`config.mk`:
```
export PLATFORM = sky130hd
export DESIGN_NAME = camera_frame_writer
export DESIGN_NICKNAME = d
export VERILOG_FILES = /design/src/rtl/camera_pkg.sv /design/src/rtl/rgb565_to_gray.sv /design/src/rtl/camera_frame_writer.sv
export SDC_FILE = /design/constraint.sdc
export NUM_CORES = 1
export LEC_CHECK = 0
export ABC_AREA = 1
export BUFFER_PORTS_ARGS = -buffer_cell sky130_fd_sc_hd__buf_2
export CORE_MARGIN = 5
export CORE_UTILIZATION = 57
export CTS_CLUSTER_SIZE = 8
export DETAILED_ROUTE_END_ITERATION = 7
export HOLD_SLACK_MARGIN = 0.1
export PLACE_DENSITY_LB_ADDON = 0.05
export SLEW_MARGIN = 20
export SYNTH_ARGS = -nofsm -noshare
export SYNTH_HDL_FRONTEND = slang
export SYNTH_SLANG_ARGS = --single-unit
```
`constraint.sdc`:
```
create_clock -name clk -period 2.2 [get_ports clk]
set_clock_uncertainty 0.15 [all_clocks]
set_input_delay 0 -clock clk [delete_from_list [all_inputs] [get_ports clk]]
set_output_delay 0 -clock clk [all_outputs]
set_load 0.005 [all_outputs]
```
`src/rtl/camera_pkg.sv`:
```
// Shared types and constants for the camera capture path: FSM state encoding,
// default frame geometry and RGB565 field boundaries.
package camera_pkg;

   typedef enum logic [1:0] {
      ST_IDLE   = 2'd0,
      ST_ACTIVE = 2'd1,
      ST_DONE   = 2'd2
   } state_t;

   localparam int unsigned DEF_H_RES = 320;
   localparam int unsigned DEF_V_RES = 240;

   localparam int unsigned RGB_R_MSB = 15;
   localparam int unsigned RGB_R_LSB = 11;
   localparam int unsigned RGB_G_MSB = 10;
   localparam int unsigned RGB_G_LSB = 5;
   localparam int unsigned RGB_B_MSB = 4;
   localparam int unsigned RGB_B_LSB = 0;

endpackage

```
`src/rtl/rgb565_to_gray.sv`:
```
// RGB565 to 8-bit luma, Y = (77*R + 150*G + 29*B) >> 8 on 8-bit expanded channels.
// Output is registered and updates only when in_valid is high.
module rgb565_to_gray
   import camera_pkg::*;
(
   input  logic        clk,
   input  logic        reset,
   input  logic        in_valid,
   input  logic [15:0] rgb,
   output logic [7:0]  gray
);

   logic [4:0]  r5;
   logic [5:0]  g6;
   logic [4:0]  b5;
   logic [7:0]  r8;
   logic [7:0]  g8;
   logic [7:0]  b8;
   logic [15:0] sum;

   // Channels are widened by replicating their MSBs so full scale maps to 8'hFF.
   always_comb begin
      r5  = rgb[RGB_R_MSB:RGB_R_LSB];
      g6  = rgb[RGB_G_MSB:RGB_G_LSB];
      b5  = rgb[RGB_B_MSB:RGB_B_LSB];
      r8  = {r5, r5[4:2]};
      g8  = {g6, g6[5:4]};
      b8  = {b5, b5[4:2]};
      sum = 16'd77 * {8'd0, r8} + 16'd150 * {8'd0, g8} + 16'd29 * {8'd0, b8};
   end

   always_ff @(posedge clk) begin
      if (reset) begin
         gray <= '0;
      end else if (in_valid) begin
         gray <= sum[15:8];
      end
   end

endmodule

```
`src/rtl/camera_frame_writer.sv`:
```
// Assembles RGB565 camera bytes into pixels and writes them to a frame buffer.
// Define CAMERA_GRAYSCALE_EN to store 8-bit luma instead of raw RGB565.
module camera_frame_writer
   import camera_pkg::*;
#(
   parameter int unsigned H_RES  = DEF_H_RES,
   parameter int unsigned V_RES  = DEF_V_RES,
   parameter int unsigned ADDR_W = 17
) (
   input  logic              clk,
   input  logic              reset,
   input  logic              capture_enable,
   input  logic              href,
   input  logic [7:0]        cam_data,
   output logic              we,
   output logic [ADDR_W-1:0] waddr,
   output logic [15:0]       wdata,
   output logic              frame_done,
   output logic              frame_ok,
   output logic              busy
);

   localparam int unsigned X_W = $clog2(H_RES + 1);
   localparam int unsigned Y_W = $clog2(V_RES + 1);
   localparam logic [X_W-1:0]    X_LIM     = X_W'(H_RES);
   localparam logic [Y_W-1:0]    Y_LIM     = Y_W'(V_RES);
   localparam logic [ADDR_W-1:0] FRAME_PIX = ADDR_W'(H_RES * V_RES);

   state_t            state;
   logic              cap_prev;
   logic              href_prev;
   logic [X_W-1:0]    x;
   logic [Y_W-1:0]    y;
   logic [ADDR_W-1:0] addr;
   logic              phase;
   logic [7:0]        hi;
   logic              pix_we;
   logic [ADDR_W-1:0] pix_addr;
   logic [15:0]       pix_data;
   logic              cap_rise;
   logic              cap_fall;

   assign cap_rise = capture_enable & ~cap_prev;
   assign cap_fall = ~capture_enable & cap_prev;

   always_ff @(posedge clk) begin
      if (reset) begin
         state      <= ST_IDLE;
         cap_prev   <= 1'b0;
         href_prev  <= 1'b0;
         x          <= '0;
         y          <= '0;
         addr       <= '0;
         phase      <= 1'b0;
         hi         <= '0;
         pix_we     <= 1'b0;
         pix_addr   <= '0;
         pix_data   <= '0;
         frame_done <= 1'b0;
         frame_ok   <= 1'b0;
         busy       <= 1'b0;
      end else begin
         cap_prev   <= capture_enable;
         href_prev  <= href;
         pix_we     <= 1'b0;
         frame_done <= 1'b0;
         case (state)
            ST_IDLE: begin
               if (cap_rise) begin
                  state <= ST_ACTIVE;
                  busy  <= 1'b1;
                  x     <= '0;
                  y     <= '0;
                  addr  <= '0;
                  phase <= 1'b0;
               end
            end
            ST_ACTIVE: begin
               if (href) begin
                  phase <= ~phase;
                  if (!phase) begin
                     hi <= cam_data;
                  end else if (x < X_LIM && y < Y_LIM) begin
                     pix_we   <= 1'b1;
                     pix_addr <= addr;
                     pix_data <= {hi, cam_data};
                     addr     <= addr + 1'b1;
                     x        <= x + 1'b1;
                  end
               end else if (href_prev) begin
                  x     <= '0;
                  phase <= 1'b0;
                  if (y < Y_LIM) begin
                     y <= y + 1'b1;
                  end
               end
               // Pixel handling above still applies in the cycle the window closes.
               if (cap_fall) begin
                  state <= ST_DONE;
                  busy  <= 1'b0;
               end
            end
            ST_DONE: begin
               frame_done <= 1'b1;
               frame_ok   <= (addr == FRAME_PIX);
               state      <= ST_IDLE;
            end
            default: begin
               state <= ST_IDLE;
               busy  <= 1'b0;
            end
         endcase
      end
   end

`ifdef CAMERA_GRAYSCALE_EN
   logic              gray_we;
   logic [ADDR_W-1:0] gray_addr;
   logic [7:0]        gray_y;

   rgb565_to_gray u_gray (
      .clk      (clk),
      .reset    (reset),
      .in_valid (pix_we),
      .rgb      (pix_data),
      .gray     (gray_y)
   );

   // Address and strobe are delayed to line up with the registered luma.
   always_ff @(posedge clk) begin
      if (reset) begin
         gray_we   <= 1'b0;
         gray_addr <= '0;
      end else begin
         gray_we <= pix_we;
         if (pix_we) begin
            gray_addr <= pix_addr;
         end
      end
   end

   assign we    = gray_we;
   assign waddr = gray_addr;
   assign wdata = {8'h00, gray_y};
`else
   assign we    = pix_we;
   assign waddr = pix_addr;
   assign wdata = pix_data;
`endif

endmodule

```
# [Word-level counts from Yosys, hierarchy flattened]
# Cells that the tools add are included.
[word_totals] output_inout_bits=37 register_bits=84 in_bits=12
[op_classes] n_eq_ne=14 add_sub_neg=3 mux=28 reduce_logical=12 bitwise=8 order_cmp=2
[ops] operator="$mux 17" count=4
[ops] operator="$mux 9" count=5
[ops] operator="$pmux 17 s2" count=1
[ops] operator="$mux 8" count=4
[ops] operator="$pmux 9 s2" count=1
[ops] operator="$add 17x1->17 const B" count=1
[ops] operator="$eq 17x17->1 const B" count=1
[ops] operator="$ne 2x2->1 const B" count=8
[ops] operator="$pmux 8 s2" count=1
[ops] operator="$reduce_and 5->1" count=3
[ops] operator="$add 9x1->9 const B" count=1
[ops] operator="$lt 9x9->1 const B" count=1
[ops] operator="$ne 3x3->1 const B" count=3
[ops] operator="$reduce_and 3->1" count=3
[ops] operator="$add 8x1->8 const B" count=1
[ops] operator="$lt 8x8->1 const B" count=1
[ops] operator="$mux 1" count=7
[ops] operator="$not 1->1" count=6
[ops] operator="$mux 2" count=2
[ops] operator="$pmux 2 s2" count=1
[ops] operator="$reduce_and 4->1" count=1
[ops] operator="$reduce_or 4->1" count=1
[ops] operator="$pmux 1 s3" count=1
[ops] operator="$and 1x1->1" count=2
[ops] operator="7 further kinds" count=7

# [Depth between registers and ports, before layout]
# Gate-level depths: netlist of run 1.
[depth] depth_word=6 mapped_depth=10

# [Least setup slack after synthesis of run 1]
# No wires, ideal clock.
[synth_timing] kind="reg-to-reg" start="reg addr[0]" end="reg addr[14]" setup_slack_ns=0.675 arrival_time_ns=1.256 synth_period_minus_slack_ns=1.525 path_stages_with_launch=9 n_path_buf=0 setup_ns=0.118 cell_sequence="dfxtp_1 > ha_1 > nand2_1 > nor2_1 > nand2_1 > nor3_1 > nand3_1 > nand2_1 > nor2_1"
[synth_between] elab_chain_len=5
[synth_rtl] element="start: declaration" line="camera_frame_writer.sv:34" source="logic [ADDR_W-1:0] addr;"
[synth_rtl] element="start signal: assignment" line="camera_frame_writer.sv:87" source="addr <= addr + 1'b1;"
[synth_rtl] element="$add 17x1->17" line="camera_frame_writer.sv:87"
[synth_rtl] element="$mux 17" line="camera_frame_writer.sv:83" source="end else if (x < X_LIM && y < Y_LIM) begin"
[synth_rtl] element="$mux 17" line="camera_frame_writer.sv:81" source="if (!phase) begin"
[synth_rtl] element="$mux 17" line="camera_frame_writer.sv:79" source="if (href) begin"
[synth_rtl] element="$pmux 17 s2" line="camera_frame_writer.sv:67" source="case (state)"
# No other way between the ends. The select of a mux whose other input is x is not followed.
# A chain may end at the register's enable or synchronous reset.

# [Worst setup path in the final report of run 1]
[layout_timing] start="reg state[0]" end="reg hi[1]"
[layout_between] elab_chain_len=2
[layout_rtl] element="start: declaration" line="camera_frame_writer.sv:29" source="state_t state;"
[layout_rtl] element="start signal: assignment" line="camera_frame_writer.sv:48" source="state <= ST_IDLE;"
[layout_rtl] element="start signal: assignment" line="camera_frame_writer.sv:70" source="state <= ST_ACTIVE;"
[layout_rtl] element="start signal: assignment" line="camera_frame_writer.sv:99" source="state <= ST_DONE;"
[layout_rtl] element="$eq 2x1->1" line="camera_frame_writer.sv:67"
[layout_rtl] element="$reduce_and 3->1 (no source line)"
[layout_rtl] element="end signal: assignment" line="camera_frame_writer.sv:82" source="hi <= cam_data;"
[layout_rtl] element="end: declaration" line="camera_frame_writer.sv:36" source="logic [7:0] hi;"
# No other way between the ends.

==> results of run 1 <==
## metal layers
| layer | GRT usage (%) | wire (µm) |
|---|---|---|
| met5 | 0 | 0 |
| met4 | 8.19 | 146 |
| met3 | 5.08 | 381 |
| met2 | 37.7 | 4400 |
| met1 | 28.1 | 4230 |
## cell type report
type	count	area (µm²)	share of cell area, %
Clock buffer	9	124	2.87
Sequential cell	84	1680	39.0
Tap cell	77	96.3	2.23
Inverter	47	176	4.09
Clock inverter	7	98.8	2.29
Timing Repair Buffer	64	400	9.29
Multi-Input combinational cell	377	1730	40.2
## sequential cells by signal (all words and copies together) (netlist names)
name	flops
addr	17
phase	1
wdata	16
frame_ok	1
hi	8
we	1
cap_prev	1
x	9
href_prev	1
busy	1
state	2
y	8
waddr	17
frame_done	1
## power breakdown
group	internal (W)	switching, W	leakage, nW
sequential	0.00156	0.0000289	0.679
clock	0.000647	0.000594	0.110
combinational	0.000108	0.000273	0.973
total	0.00232	0.000896	1.76
## metrics by stage
stage / setup slack (ns) / total power (W) / hold WS [ns] / std cells / util, %
finish: 0.251 / 0.00321 / 0.274 / 665 / 68.3
global route: 0.00400 / 0.00335 / 0.293 / 665 / 68.3
CTS: 0.253 / 0.00322 / 0.258 / 665 / 68.3
detailed placement: 0.276 / 0.00199 / 0.0947 / 638 / 63.0
global placement: 0.365 / 0.00198 / 0.0824 / 638 / 63.0
floorplan: 0.675 / 0.00188 / -0.0430 / 524 / -
## kinds of logic after synthesis
family,share of synthesized area [%]
xor gates and xnor gates,0.477
AOI/OAI and AO/OA,12.8
DFF,45.8
adders and majority gates,1.36
buffers and inverters,6.98
and+or+nand+nor,32.6
## cell usage in the layout, fill, tap and decap left out, types with 3 or more instances in the layout
cell / Yosys / routed
inv_2: 4 / 4
nand3b_1: 3 / 3
buf_2: 1 / 48
dfxtp_1: 84 / 84
ha_1: 4 / 4
nor3_1: 10 / 10
nor2_4: 3 / 3
inv_1: 42 / 42
dlygate4sd3_1: 0 / 11
buf_4: 5 / 4
nand2_1: 131 / 131
nor2_1: 85 / 85
a21oi_1: 57 / 57
clkbuf_8: 0 / 9
nand4_1: 8 / 8
nand3_1: 32 / 32
o21ai_0: 29 / 29
nor4_1: 3 / 3
## worst paths after layout
kind,startpoint,end,cells past startpoint
max reg2reg,state[0],hi[1],7
max,state[0],hi[1],7
min reg2reg,x[5],x[5],2
min,cam_data[0],hi[0],4
## worst max-delay path, cell delays in order (launching register included)
cell	delay [ns]
dfxtp_1	0.42
nand2_2	0.21
nor2_4	0.22
inv_1	0.10
nor2_4	0.21
clkinv_1	0.31
nor2_1	0.18
nor2_1	0.07
==> impl_metrics.toml, run 1 <==
[outcome]
status = "finished, final reports clean"

[placement]
port_buffers = 48
dp_hpwl_um = 6210
place_area_mm2 = 0.00398
place.gp.congestion = 0.948

[worst_setup_path]
crit_type = "flip-flop to flip-flop"
required_ns = 2.31
crit_fanout = 12
worst_ep_arrival_time_ns = 2.06
start_kind = "flip-flop"
r2r_slack_ns = 0.25
end_kind = "flip-flop"

[sta]
slew_headroom_pct = 72.1
fin_crit_ns = 1.95
fin_tns_setup_ns = 0
rsz0062_at_grt = "false"
slew_viol_final = 0
setup_viol = 0
tightest_slew_ns = 0.419
timing.final.crit_share_pct = 88.6
fmax_mhz = 513
final_hold_viol_count = 0

[floorplanning]
start_util_pct = 58.2
ioPinCount = 49
die_area_mm2 = 0.00815
core_mm2 = 0.00631
die_y_um = 90.3
num_rows = 29
die_x_um = 90.3

[logic_synthesis]
synth_area_leaders = "dfxtp_1 (46%), nand2_1 (13%), nor2_1 (8.7%), a21oi_1 (7.8%), nand3_1 (4.4%)"
synth_edf_count = 0
syn-num-nets = 540
synth_area_per_cell_um2 = 7.01
synthFlopType = "dfxtp_1"
ys_types = 28
synth_top_area_share_pct = 45.8
synth_top_area_cell = "dfxtp_1"
synthCells = 524
yosysMostFrequentCell = "nand2_1"
synthesis.area_mm2 = 0.00367
seq_area_frac_synth_pct = 45.8
ys_ff_latch = 84
synth_commonest_cells = "nand2_1 (131), nor2_1 (85), dfxtp_1 (84), a21oi_1 (57), inv_1 (42)"
synth_warnings = 0
synthArstFlopShare_pct = 0

[detailed_routing]
wl_um = 9160
vias_per_cell = 5.34
drt_first_pass_iters = 5
drc_errors = 0
vias = 3549
first_iter_violations = 216
wl_per_cell_um = 13.8
ant_nets = 0

[global_routing]
grt_pass1_vias = 3318
grt_pass1_wl_um = 15400
grt_util_all_layers_pct = 22.5
antenna_found_initial = 0
grt_max_degree = 31
grt.overflow.total = 0

[flow_run]
maxCapViolCount = 0

[power_and_ir_drop]
peakVddDrop_v = 0.000570
p_leak_nw = 1.76
power.density_mw_per_mm2 = 745

[clock_tree]
path_clk_slew_ns = 0.09
cts-root-buf = "clkbuf_8"
cts_tree = "built"
post_cts_buffers = 0
h-tree-depth = 3
clock_sinks = 84
post_cts_resized = 0
clockBufferDepth = 2
clock_latency_ns = 0.36
cts_hold_buf = 11
numCtsBuffers = 9

[final_layout]
nets = 599
nFillCells = 560
antennaDiodeCount = 0
final_cell_area_mm2 = 0.00431
drive_gt1_share_pct = 14.1
syn2layout_area_growth_pct = 17.4

[min_path]
min_path_type = "input pin to flip-flop"
No activity file was read; power rests on OpenSTA's default activity.
==> run 2: changes to the inputs <==
--- a/config.mk
+++ b/config.mk
@@ -5,7 +5,7 @@
 export SDC_FILE = /design/constraint.sdc
 export NUM_CORES = 1
 export LEC_CHECK = 0
-export ABC_AREA = 1
+export ABC_AREA = 0
 export BUFFER_PORTS_ARGS = -buffer_cell sky130_fd_sc_hd__buf_2
 export CORE_MARGIN = 5
 export CORE_UTILIZATION = 57
@@ -13,6 +13,7 @@
 export DETAILED_ROUTE_END_ITERATION = 7
 export HOLD_SLACK_MARGIN = 0.1
 export PLACE_DENSITY_LB_ADDON = 0.05
+export SKIP_LAST_GASP = 1
 export SLEW_MARGIN = 20
 export SYNTH_ARGS = -nofsm -noshare
 export SYNTH_HDL_FRONTEND = slang
==> run 2 against run 1 <==
  * Sequential share of layout area grew 1.0 points
  * Global-route usage down 2.5 points
  * Sequential power fell by 3%
  * Clock power about the same
  * Area after synthesis fell by 4.1%
  * Critical path type unchanged
  * Register-to-register slack got worse by 0.08 ns
  * Non-clock buffer count is 6 higher
  * Via count is 15% lower
  * Critical path depth fell by 2
  * Total power is 8.8% lower
  * Routed wire length shrank 18%
==> impl_metrics.toml, run 2 <==
[power_and_ir_drop]
power_frac_comb_pct = 5.9
power.density_mw_per_mm2 = 698
p_leak_nw = 1.52
peakVddDrop_v = 0.000455
p_seq_share_pct = 52.7
p_sw_share_pct = 23.2
p_switching_w = 0.000680
clockPowerShare_pct = 41.4
p_int_w = 0.00225

[final_layout]
layout.area.seq_mm2 = 0.00168
nFillCells = 495
postLayoutCoreUtil_pct = 70.5
syn2layout_area_growth_pct = 19.2
final_common_cell = "nand2_1"
nets = 493
drive_gt1_share_pct = 19.3
mostFrequentLayoutCells = "nand2_1 (100), dfxtp_1 (84), a21oi_1 (56), buf_2 (48), nor2_1 (37)"
multi_input_area_mm2 = 0.00172
antennaDiodeCount = 0

[worst_setup_path]
worst_ep_arrival_time_ns = 2.18
crit_chain = "or3b_4 > a21oi_2 > a41oi_2 > or4_1 > nand2_1"
start_kind = "flip-flop"
crit_type = "flip-flop to flip-flop"
end_kind = "flip-flop"
slowest_delay_ns = 0.55
crit_slowest_cell = "or4_1"
required_ns = 2.35
crit_fanout = 11

[logic_synthesis]
synth_area_per_cell_um2 = 8.41
synth_edf_count = 0
synth_warnings = 0
synth_top_area_cell = "dfxtp_1"
synthCells = 419
synthesis.area_mm2 = 0.00352
yosysMostFrequentCell = "nand2_1"
synth_top_area_share_pct = 47.7
syn-num-nets = 435
synth_area_leaders = "dfxtp_1 (48%), nand2_1 (11%), a21oi_1 (8.0%), nor2_1 (4.0%), xnor2_1 (4.0%)"
ys_ff_latch = 84
synthFlopType = "dfxtp_1"
synthArstFlopShare_pct = 0
synth_commonest_cells = "nand2_1 (100), dfxtp_1 (84), a21oi_1 (56), nor2_1 (38), xnor2_1 (16)"
ys_types = 47
seq_area_frac_synth_pct = 47.7

[detailed_routing]
drt_first_pass_iters = 4
route.met2.wl_um = 3520
ant_nets = 0
vias = 3020
wl_met3_um = 316
drc_errors = 0
vias_per_cell = 5.42
first_iter_violations = 129
routed.top_layer = "met4"
wl_met1_um = 3560
wl_per_cell_um = 13.6
wl_um = 7550

[clock_tree]
numCtsBuffers = 9
clock_sinks = 84
clock_latency_ns = 0.35
cts-root-buf = "clkbuf_8"
post_cts_buffers = 0
clockBufferDepth = 2
h-tree-depth = 3
cts_tree = "built"
path_clk_slew_ns = 0.09

[floorplanning]
ioPinCount = 49
die_area_mm2 = 0.00785
die_x_um = 88.6
die_y_um = 88.6
num_rows = 28
start_util_pct = 59.2
core_mm2 = 0.00596

[min_path]
min_path_type = "input pin to flip-flop"

[sta]
fin_crit_ns = 2.03
final_hold_viol_count = 0
tightest_slew_ns = 0.461
timing.final.crit_share_pct = 92.4
slew_headroom_pct = 69.1
fin_tns_setup_ns = 0
setup_viol = 0
rsz0062_at_grt = "false"
slew_viol_final = 0
fmax_mhz = 492

[outcome]
status = "finished, final reports clean"

[global_routing]
antenna_found_initial = 0
grt_pass1_vias = 2814
grt_util_all_layers_pct = 20.0
grt_pass1_wl_um = 12400
grt.overflow.total = 0
grt_max_degree = 38

[placement]
place.gp.congestion = 0.822
port_buffers = 48
dp_hpwl_um = 5120

[flow_run]
maxCapViolCount = 0
-- run 2: cell types whose count changed after synthesis, sizes merged, moves of 6 or more --
cell   before  now
nand3      33    7
nand2     133  100
nor2       88   38
nor4b       0    6
o21ai      32    8
inv        46    5
xnor2       0   16
-- run 2: area by class of cell --
class                   instances  share of cell area (%)
clock buffers                   9                    2.95
clock inverters                 7                    2.35
inverters                       5                   0.447
multi-input cells             307                    41.1
flip-flops and latches         84                    40.0
well taps                      75                    2.23
repair buffers                 70                    10.9
-- run 2: kinds of logic after synthesis --
| group | Yosys count | synth area share (%) |
|---|---|---|
| and+or+nand+nor | 207 | 29.8 |
| DFF | 84 | 47.7 |
| AOI/OAI and AO/OA | 79 | 13.4 |
| adders and majority gates | 5 | 1.70 |
| buffers and inverters | 28 | 3.41 |
| xor gates and xnor gates | 16 | 3.98 |
-- run 2: worst paths after layout --
path	start	end	slack, ns	depth (start not counted)
max	cap_prev	x[6]	0.17	5
min	cam_data[4]	wdata[4]	0.29	4
max reg2reg	cap_prev	x[6]	0.17	5
min reg2reg	hi[1]	wdata[9]	0.31	2
-- run 2: what timing repair did --
action                    4_1_cts  5_1_grt
hold buffers                   11        0
gates resized for setup         0        0
hold endpoints to repair       32        0
-- run 2: metal layers --
layer | vias up | GRT usage, %
met5 | - | 0
met4 | 0 | 10.4
li1 | 1540 | -
met2 | 53 | 32.7
met1 | 1412 | 25.0
met3 | 15 | 3.72
-- run 2: power by group through the flow --
| stage | registers, W | clock network (W) | logic, W |
|---|---|---|---|
| finish | 0.00154 | 0.00121 | 0.000174 |
| global route | 0.00155 | 0.00130 | 0.000190 |
| global placement | 0.00158 | 0 | 0.000155 |
| detailed placement | 0.00158 | 0 | 0.000157 |
| floorplan | 0.00158 | 0 | 0.000105 |
| CTS | 0.00154 | 0.00124 | 0.000174 |
-- run 2: stage by stage --
step	power [W]	cell area (µm²)	worst slack, ns	instances	hold slack (ns)
2_1_floorplan	0.00168	3520	0.426	419	-0.0218
3_3_place_gp	0.00174	3870	0.245	530	0.108
3_5_place_dp	0.00174	3870	0.196	530	0.116
4_1_cts	0.00296	4200	0.154	557	0.279
5_1_grt	0.00304	4200	0.0179	557	0.303
6_report	0.00293	4200	0.167	557	0.293
-- run 2: worst max-delay path: cells and delay by family, from the launching register on --
family / cells / cell delay, ns
DFF: 1 / 0.36
AOI/OAI and AO/OA: 2 / 0.44
and+or+nand+nor: 3 / 1.03
==> run 3: changes to the inputs <==
--- a/config.mk
+++ b/config.mk
@@ -7,12 +7,15 @@
 export LEC_CHECK = 0
 export ABC_AREA = 0
 export BUFFER_PORTS_ARGS = -buffer_cell sky130_fd_sc_hd__buf_2
+export CELL_PAD_IN_SITES_DETAIL_PLACEMENT = 1
+export CELL_PAD_IN_SITES_GLOBAL_PLACEMENT = 2
 export CORE_MARGIN = 5
-export CORE_UTILIZATION = 57
+export CORE_UTILIZATION = 34
 export CTS_CLUSTER_SIZE = 8
 export DETAILED_ROUTE_END_ITERATION = 7
 export HOLD_SLACK_MARGIN = 0.1
 export PLACE_DENSITY_LB_ADDON = 0.05
+export RECOVER_POWER = 50
 export SKIP_LAST_GASP = 1
 export SLEW_MARGIN = 20
 export SYNTH_ARGS = -nofsm -noshare
==> constraint.sdc (replaced) <==
create_clock -name clk -period 2.2 [get_ports clk]
set_clock_uncertainty 0.15 [all_clocks]
set_input_delay 0.33 -clock clk [delete_from_list [all_inputs] [get_ports clk]]
set_output_delay 0.33 -clock clk [all_outputs]
set_load 0.005 [all_outputs]
==> run 3 against run 2 <==
  * Worst setup slack gained 0.030 ns
  * Combinational power is essentially flat
  * First-iteration DRC count shrank 18%
  * Final cell count grew 11%
  * Critical path depth grew 2
  * Count of clock-buffer cells in the layout grew 1
  * Cell area grew 0.24%
  * Die area grew 59%
  * Maximum frequency grew 1.5%
  * Sequential power is essentially flat
  * Largest power group unchanged
  * Highest routed layer unchanged
==> impl_metrics.toml, run 3 (synthesized netlist as in run 2, its figures left out) <==
[global_routing]
grt_pass1_vias = 3120
grt.overflow.total = 0
grt_max_degree = 50
antenna_found_initial = 0
grt_util_all_layers_pct = 15.2
grt_pass1_wl_um = 15600

[detailed_routing]
wl_um = 9030
first_iter_violations = 106
ant_nets = 0
drc_errors = 0
wl_per_cell_um = 14.6
vias_per_cell = 4.88
vias = 3015
drt_first_pass_iters = 4

[sta]
slew_viol_final = 0
tightest_slew_ns = 0.705
setup_slack_ns = 0.197
fmax_mhz = 499
final_hold_viol_count = 0
setup_viol = 0
rsz0062_at_grt = "false"
fin_tns_setup_ns = 0
timing.final.crit_share_pct = 91.1
fin_crit_ns = 2.00
slew_headroom_pct = 53.0

[floorplanning]
die_y_um = 112
die_area_mm2 = 0.0125
die_x_um = 112
core_mm2 = 0.0102
ioPinCount = 49
num_rows = 37
start_util_pct = 34.4

[worst_setup_path]
crit_chain = "buf_4 > and2b_1 > nand2_1 > nor2_2 > clkbuf_4 > a21oi_1 > nor3_1"
reg2reg_to = "addr[2]"
slowest_delay_ns = 0.54
crit_slowest_cell = "dfxtp_1"
worst_ep_arrival_time_ns = 2.07
crit_fanout = 28
r2r_slack_ns = 0.20
crit_type = "flip-flop to flip-flop"
start_kind = "flip-flop"
required_ns = 2.27
r2r_start = "state[1]"
r2r_cells = 7
end_kind = "flip-flop"

[clock_tree]
numCtsBuffers = 9
cts-root-buf = "clkbuf_8"
path_clk_slew_ns = 0.09
clockBufferDepth = 2
clock_sinks = 84
post_cts_buffers = 0
clock_latency_ns = 0.36
cts_tree = "built"
h-tree-depth = 3

[min_path]
min_delay_path_depth = 2
holdPathEnd = "href_prev"
min_from = "href"
min_path_type = "input pin to flip-flop"

[power_and_ir_drop]
peakVddDrop_v = 0.000314
power.density_mw_per_mm2 = 685
fin_total_pwr_w = 0.00289
p_leak_nw = 1.42

[placement]
dp_hpwl_um = 6310
dpl_worst_slack_ns = 0.0712
place.gp.congestion = 0.730
place_area_mm2 = 0.00398
port_buffers = 48

[final_layout]
final_cell_area_mm2 = 0.00421
drive_gt1_share_pct = 15.4
syn2layout_area_growth_pct = 19.5
mostFrequentLayoutCells = "nand2_1 (100), dfxtp_1 (84), a21oi_1 (56), nor2_1 (37), buf_2 (30)"
antennaDiodeCount = 0
final_common_cell = "nand2_1"
nets = 493
nFillCells = 1241

[outcome]
status = "finished, final reports clean"

[flow_run]
maxCapViolCount = 0
## run 3: cell count changes in the layout (fill, tap and decap cells not counted), sizes merged
| cell | delta |
|---|---|
| clkbuf | +23 |
| buf | -19 |
| dlygate4sd3 | -3 |
| bufinv | -1 |
| clkinv | +1 |
| inv | -1 |
## run 3: what timing repair did
item	4_1_cts	5_1_grt
hold buffers	8	0
endpoints found under the hold margin	16	0
gates resized for setup	0	1
endpoints found under the setup margin	0	1
## run 3: critical path: cells and delay by family, from the launching register on
| family | cells | cell delay, ns |
|---|---|---|
| AO/OA/AOI/OAI | 1 | 0.20 |
| flip-flops | 1 | 0.54 |
| AND/OR/NAND/NOR | 4 | 0.44 |
| buffers and inverters | 2 | 0.53 |
## run 3: per-layer routing
layer	vias to the layer above	part of all wire (%)	track usage [%]
met1	1434	49	19.6
met3	10	2.9	3.10
met4	0	1.4	5.43
met2	35	47	25.3
li1	1536	-	-
met5	-	0	0
## run 3: worst max-delay path by stage
| stage | cells after the start | slack [ns] | start | to |
|---|---|---|---|---|
| final | 7 | 0.20 | state[1] | addr[2] |
| after global routing | 7 | 0.03 | state[1] | addr[2] |
| after CTS | 5 | 0.12 | cap_prev | x[5] |
| after detailed placement | 6 | 0.07 | capture_enable | x[5] |
| after global placement | 6 | 0.13 | capture_enable | x[5] |
| after floorplan | 7 | 0.43 | state[1] | addr[8] |
## run 3: cell type report
type | count | area, µm² | area share [%]
Tap cell | 136 | 170 | 4.04
Multi-Input combinational cell | 307 | 1710 | 40.6
Sequential cell | 84 | 1680 | 40.0
Clock buffer | 10 | 138 | 3.27
Clock inverter | 6 | 72.6 | 1.72
Inverter | 5 | 18.8 | 0.446
Timing Repair Buffer | 70 | 418 | 9.93
## run 3: through the flow
stage	hold slack, ns	instances	utilization (%)
floorplan	0.282	419	-
global placement	0.289	594	38.9
detailed placement	0.296	594	38.9
CTS	0.123	618	41.7
global route	0.125	618	41.1
finish	0.132	618	41.1
## run 3: power by group
| group | internal (W) | switching (W) | total (W) | leakage [nW] |
|---|---|---|---|---|
| logic | 0.0000667 | 0.000106 | 0.000173 | 0.643 |
| registers | 0.00153 | 0.0000126 | 0.00155 | 0.678 |
| clock network | 0.000566 | 0.000600 | 0.00117 | 0.103 |
| total | 0.00217 | 0.000719 | 0.00289 | 1.42 |
